<file path="src/rtl/stoch_mult_array.sv">
// N-channel stochastic multiplier: shared LFSR-driven SNGs feed per-channel AND/XNOR
// combiners whose ones-counts over one full LFSR period form the products.
module stoch_mult_array #(
    parameter int          N      = 2,
    parameter int          W      = 8,
    parameter logic [7:0]  SEED_A = 8'h01,
    parameter logic [7:0]  SEED_B = 8'hA5
) (
    input  logic             clk,
    input  logic             rst_n,
    input  logic             start,
    input  logic             mode,
    input  logic [N*W-1:0]   op_a,
    input  logic [N*W-1:0]   op_b,
    input  logic             ack,
    output logic             busy,
    output logic             done,
    output logic [N*W-1:0]   result
);

    // Tap masks select the bits XORed into bit 0 for each supported width.
    localparam logic [7:0]   TAPS8 = (W == 4) ? 8'h0C :
                                     (W == 5) ? 8'h14 :
                                     (W == 6) ? 8'h30 :
                                     (W == 7) ? 8'h60 : 8'hB8;
    localparam logic [W-1:0] TAPS       = TAPS8[W-1:0];
    localparam logic [W-1:0] SEED_A_W   = SEED_A[W-1:0];
    localparam logic [W-1:0] SEED_B_W   = SEED_B[W-1:0];
    localparam logic [W-1:0] LAST_CYCLE = {{(W-1){1'b1}}, 1'b0};

    typedef enum logic [1:0] {
        IDLE = 2'd0,
        RUN  = 2'd1,
        DONE = 2'd2
    } state_t;

    state_t           state_q, state_d;
    logic [W-1:0]     lfsr_a_q, lfsr_b_q;
    logic [W-1:0]     cycle_q;
    logic [N*W-1:0]   op_a_q, op_b_q;
    logic             mode_q;
    logic [N*W-1:0]   acc_q;
    logic [W-1:0]     r_b;
    logic [N-1:0]     p;
    logic             start_ok;

    assign start_ok = start && ((state_q == IDLE) || (state_q == DONE));
    assign busy     = (state_q == RUN);
    assign done     = (state_q == DONE);
    assign result   = acc_q;

    always_ff @(posedge clk) begin
        if (!rst_n) begin
            state_q <= IDLE;
        end else begin
            state_q <= state_d;
        end
    end

    always_comb begin
        state_d = state_q;
        case (state_q)
            IDLE: if (start) state_d = RUN;
            RUN:  if (cycle_q == LAST_CYCLE) state_d = DONE;
            DONE: begin
                if (start) begin
                    state_d = RUN;
                end else if (ack) begin
                    state_d = IDLE;
                end
            end
            default: state_d = IDLE;
        endcase
    end

    // B's random value is bit-reversed so its streams are not shifted copies of A's.
    always_comb begin
        r_b = '0;
        p   = '0;
        for (int i = 0; i < W; i++) begin
            r_b[i] = lfsr_b_q[W-1-i];
        end
        for (int k = 0; k < N; k++) begin
            if (mode_q) begin
                p[k] = ~((op_a_q[k*W +: W] >= lfsr_a_q) ^ (op_b_q[k*W +: W] >= r_b));
            end else begin
                p[k] = (op_a_q[k*W +: W] >= lfsr_a_q) & (op_b_q[k*W +: W] >= r_b);
            end
        end
    end

    always_ff @(posedge clk) begin
        if (!rst_n) begin
            lfsr_a_q <= SEED_A_W;
            lfsr_b_q <= SEED_B_W;
            cycle_q  <= '0;
            op_a_q   <= '0;
            op_b_q   <= '0;
            mode_q   <= 1'b0;
            acc_q    <= '0;
        end else if (start_ok) begin
            lfsr_a_q <= SEED_A_W;
            lfsr_b_q <= SEED_B_W;
            cycle_q  <= '0;
            op_a_q   <= op_a;
            op_b_q   <= op_b;
            mode_q   <= mode;
            acc_q    <= '0;
        end else if (state_q == RUN) begin
            lfsr_a_q <= {lfsr_a_q[W-2:0], ^(lfsr_a_q & TAPS)};
            lfsr_b_q <= {lfsr_b_q[W-2:0], ^(lfsr_b_q & TAPS)};
            cycle_q  <= cycle_q + 1'b1;
            for (int k = 0; k < N; k++) begin
                acc_q[k*W +: W] <= acc_q[k*W +: W] + {{(W-1){1'b0}}, p[k]};
            end
        end
    end

endmodule

</file>
<file path="config.mk">
export PLATFORM = sky130hd
export DESIGN_NAME = stoch_mult_array
export DESIGN_NICKNAME = d
export VERILOG_FILES = /design/src/rtl/stoch_mult_array.sv
export SDC_FILE = /design/constraint.sdc
export NUM_CORES = 1
export LEC_CHECK = 0
export CORE_ASPECT_RATIO = 0.7
export CORE_MARGIN = 2
export CORE_UTILIZATION = 40
export DETAILED_ROUTE_END_ITERATION = 8
export PLACE_DENSITY = 0.72
export SYNTH_ARGS = -nofsm -noshare
export SYNTH_HDL_FRONTEND = slang
export SYNTH_SLANG_ARGS = --single-unit
</file>
<file path="constraint.sdc">
create_clock -name clk -period 6.8 [get_ports clk]
set_clock_uncertainty 0.1 [all_clocks]
set_input_delay 1.36 -clock clk [delete_from_list [all_inputs] [get_ports clk]]
set_output_delay 1.36 -clock clk [all_outputs]
set_load 0.02 [all_outputs]
</file>
; After elaboration in Yosys (flattened, before gate mapping)
; Index checks and enable logic that the tools add are counted.
[word_totals]
ff_bits = 75
elab_cells = 42
in_bits = 37
[op_classes]
bitwise_logic = 7
n_addsub = 3
n_reduce_logical = 7
order_cmp = 4
eq_ne = 6
muxes = 7
[ops]
columns = op, n
row1 = >= comparator 8 bit, 4
row2 = adder 8 x 1 -> 8 bit, 2
row3 = parity 8 bit, 2
row4 = "adder 8 x 1 -> 8 bit, second input constant", 1
row5 = "== test 8 bit, second input constant", 1
row6 = 2-to-1 mux 2 bit, 4
row7 = case mux 2 bit (3 select lines), 1
row8 = "!= test 3 bit, second input constant", 1
row9 = NOT 1 bit, 3
row10 = AND reduction 3 bit, 1
row11 = bitwise AND 1 bit, 2
row12 = "== test 2 x 1 -> 1 bit, second input constant", 1
row13 = "== test 2 bit, second input constant", 1
row14 = logical NOT 2 bit, 1
row15 = 2-to-1 mux 1 bit, 2
row16 = "!= test 2 x 1 -> 1 bit, second input constant", 1
row17 = "!= test 2 bit, second input constant", 1
row18 = OR reduction 2 bit, 1
row19 = bitwise XOR 1 bit, 2
row20 = logical AND 1 bit, 1
row21 = logical OR 1 bit, 1

; Logic depth before layout (Yosys ltp)
[depth]
word_depth = 5
ltp_mapped = 13
ltp_nobuf = 13

; Worst setup path after synthesis
; Ideal clock, no wire load.
[synth_timing]
path_kind = register to register
startpoint = register lfsr_a_q[0]
endpoint = register acc_q[6] (netlist: result[6])
t_required_ns = 6.630
path_stages_with_launch = 12
path_buffers = 0
path_slack_ns = 3.965
arrival_time_ns = 2.666
period_less_slack_ns = 2.835
cell_sequence = dfxtp_1 -> ha_1 -> nand2b_1 -> a2111oi_0 -> o31ai_1 -> ha_1 -> a21oi_1 -> ha_1 -> ha_1 -> inv_1 -> or4_1 -> a21oi_1
[synth_via]
elab_chain_len = 5
word_cells_on_any_way = 6
classes_between = add/sub: 1 / order compare: 1 / mux: 1 / bitwise: 3
[synth_lines]
columns = element, line_no
row1 = "start, declared", 38  ; logic [W-1:0] lfsr_a_q, lfsr_b_q;
row2 = "start signal, assigned", 110  ; lfsr_a_q <= {lfsr_a_q[W-2:0], ^(lfsr_a_q & TAPS)};
row3 = >= comparator 8 bit (*), "85, 87"
row4 = bitwise XOR 1 bit, 85  ; p[k] = ~((op_a_q[k*W +: W] >= lfsr_a_q) ^ (op_b_q[k*W +: W] >= r_b));
row5 = NOT 1 bit, 85
row6 = 2-to-1 mux 1 bit (*), 84  ; if (mode_q) begin
row7 = adder 8 x 1 -> 8 bit (*), 114  ; acc_q[k*W +: W] <= acc_q[k*W +: W] + {{(W-1){1'b0}}, p[k]};
row8 = "end signal, assigned by index", 114
row9 = "end, declared", 42  ; logic [N*W-1:0] acc_q;
; Mark *: on every way between the ends. The rest lies on a longest branch, timed or not.
; A chain may end at the register's enable or synchronous reset.

; Worst setup path in the final report
[layout_timing]
startpoint = register state_q[0]
endpoint = output port busy
[layout_via]
elab_chain_len = 1
[layout_lines]
columns = element, line_no
row1 = "start, declared", 37  ; state_t state_q, state_d;
row2 = "start signal, assigned", 56  ; state_q <= state_d;
row3 = == test 2 x 1 -> 1 bit, 48  ; assign busy = (state_q == RUN);
row4 = "end, declared", 16  ; output logic busy,
; Every way passes these cells.

==> impl_metrics.tcl <==
set metrics [dict create \
    setup_slack_ps 2762 \
    placed_area_um2 4446 \
    area_growth_pct 24.48 \
    regArea_um2 1501 \
    tns_ps 0 \
    required_ps 5340 \
    drt_iter0_drc 150 \
    die_width_um 120.9 \
    yosysSeqAreaShare_pct 39.27 \
    syn-cell-area_um2 3824 \
    holdBufCountCts 0 \
    cpPeakStageDelay_ps 750 \
    outcome "finished clean" \
    wl_per_cell_um 13.59 \
    final_layout_size_suffix_gt1_share_pct 5.159 \
    ant_nets 0 \
    crit_path_end_kind "primary output" \
    first_pass_iters 4 \
    antenna_found_initial 0 \
    critical_path_class "reg2out" \
    timing.final.crit_share_pct 59.38 \
    rows 29 \
    critPathSlowestCell "clkdlybuf4s50_1" \
    synth_async_sr_flop_share_pct 0 \
    cp_cell_sequence "nand2b_4, clkinv_1, clkdlybuf4s50_1" \
    synth_nets 528 \
    synth-main-ff-cell "dfxtp_1" \
    drv_slew 0 \
    dp_hpwl_mm 6.038 \
    h-tree-depth 3 \
    synth_edf_count 0 \
    clk_latency_ps 340 \
    cts_tree "built" \
    grt_usage_pct 17.09 \
    irDropWorstVdd_mv 0.1469 \
    p_clk_share_pct 44.7 \
    io_buffers 54 \
    worstPathArrival_ps 2580 \
    ys_types 36 \
    pre_cts_ws_ps 3167 \
    drcViolationCount 0 \
    hold_path.class "reg2reg" \
    clk_pin_slew_ps 60 \
    start_util_pct 41.65 \
    combPwrFrac_pct 12.5 \
    final-instance-count-excl-fill 628 \
    grt_pass1_vias 3036 \
    crit_buf_inv 2 \
    coreArea_um2 9180 \
    grt_pass1_wl_mm 14.01 \
    synth_cells 451 \
    nFillCells 853 \
    cts_buffer_depth 2 \
    drt-total-wl_mm 8.534 \
    cts_buffers 9 \
    dp_cells 612 \
    fin_nets 576 \
    synth.avg_cell_area_um2 8.478 \
    power_density_nw_per_um2 232.6 \
    p_leak_nw 1.835 \
    hold_viol 0 \
    start_kind "register" \
    cts_resized 0 \
    clock-root-buffer "clkbuf_16" \
    fin_util_pct 51.85 \
    p_int_uw 835.5 \
    num_vias 3196 \
    ys_warn_count 0 \
    fmax_mhz 247.6 \
    grt_overflow 0 \
    fp.dieH_um 85.80 \
    p_switching_uw 271.7 \
    grt_max_degree 41 \
    tightest_slew_ps 719.0 \
    setup_viol 0 \
    rsz0062_at_grt "false" \
    io_pins 55 \
    final_area_um2 4760 \
    p_seq_share_pct 42.8 \
    via_per_inst 5.089 \
    multi_input_area_um2 2128 \
    dieArea_um2 10370 \
    period_needed_ps 4038 \
    gp_congestion 0.8113 \
    num_antenna_cells 0 \
    switching_share_pct 24.54 \
    clock_sinks 75 \
    post_cts_buffers 0 \
    cap_violations 0 \
    crit_family "buffers and inverters" \
    cp_max_fo 30 \
    synth_seq_cells 75 \
    slew_headroom_pct 51.77 \
]
-- through the flow --
step / hold slack (ps) / power (mW)
floorplan: 331.9 / 0.5730
global placement: 340.1 / 0.6141
detailed placement: 350.6 / 0.6208
CTS: 355.9 / 1.119
global route: 379.4 / 1.157
finish: 352.8 / 1.107
-- tightest hold or removal path: cells and delay by family (launching register included) --
kind	cells	cell delay, ps
AO/OA/AOI/OAI	1	50
flip-flops	1	310
AND/OR/NAND/NOR	1	50
-- layout by cell type, fill, tap and decap left out, drive strengths merged, types with 6 or more instances in the layout --
master and count:
xnor2 7, nor2 12, or4 6, inv 23
a21boi 33, ha 40, o21ai 8, dfxtp 75
o21a 8, clkbuf 12, a21oi 39, nand3 10
nand4 6, o31ai 11, clkdlybuf4s50 54, nand2 110
or3 8, nand2b 6
-- synth_stat cells, types with 2 or more instances --
cell	instances	area share [%]
a21oi_1	38	5.0
or3_1	8	1.3
xor2_1	2	0.46
a22oi_1	2	0.39
clkbuf_1	9	0.88
buf_6	2	0.59
and2_1	2	0.33
mux2i_1	2	0.52
o21a_1	8	1.6
or4_1	5	0.98
dfxtp_1	75	39
nand2b_1	5	0.82
xnor2_1	7	1.6
nand3b_1	4	0.79
o211ai_1	3	0.59
nand4_1	6	0.98
nand3_1	10	1.3
o31ai_1	11	2.2
o21ai_0	8	1.0
ha_1	40	13
a2111oi_0	4	0.92
buf_2	10	1.3
nor2b_1	2	0.33
a21boi_0	33	6.5
nor2_1	12	1.2
nand4b_4	2	1.2
nand2_1	110	11
inv_1	23	2.3
-- final timing paths --
kind                       to  depth (start not counted)  slack (ps)        start
setup / recovery         busy                          3        2760   state_q[0]
hold / removal    lfsr_b_q[6]                          2         350  lfsr_b_q[6]
setup reg to reg    result[6]                         11        3500  lfsr_b_q[7]
hold reg to reg   lfsr_b_q[6]                          2         350  lfsr_b_q[6]
-- cells by family after synthesis --
| group | Yosys count | synth area share, % |
|---|---|---|
| AO/OA/AOI/OAI | 110 | 18.78 |
| XOR/XNOR | 9 | 2.062 |
| adder cells (fa/ha/maj) | 40 | 13.09 |
| buffers and inverters | 45 | 5.137 |
| flip-flops | 75 | 39.27 |
| multiplexers | 2 | 0.5236 |
| AND/OR/NAND/NOR | 170 | 21.14 |
-- power groups by stage --
stage	clock (mW)	combinational (mW)	sequential, mW
after floorplan	0	0.0960	0.477
after global placement	0	0.132	0.482
after detailed placement	0	0.138	0.483
after CTS	0.505	0.140	0.474
after global routing	0.523	0.158	0.476
final	0.495	0.139	0.474
-- layer usage --
metal	vias to the layer above	track usage (%)	share of wire (%)
met5	-	0	0
met4	0	3.383	0.61
met3	4	5.851	5.4
met1	1467	21.76	48
met2	68	28.35	46
li1	1657	-	-
-- area by class of cell --
| type | count | share of cell area [%] |
|---|---|---|
| Timing Repair Buffer | 58 | 11.99 |
| Clock inverter | 4 | 0.9989 |
| Inverter | 24 | 1.893 |
| Multi-Input combinational cell | 331 | 44.72 |
| Tap cell | 124 | 3.260 |
| Clock buffer | 12 | 5.599 |
| Sequential cell | 75 | 31.55 |
-- registers in the layout (all words and copies together), names as in the netlist --
register / count
cycle_q: 8
state_q: 2
op_a_q: 16
result: 16
lfsr_a_q: 8
lfsr_b_q: 8
mode_q: 1
op_b_q: 16
No activity file was read; power rests on OpenSTA's default activity.
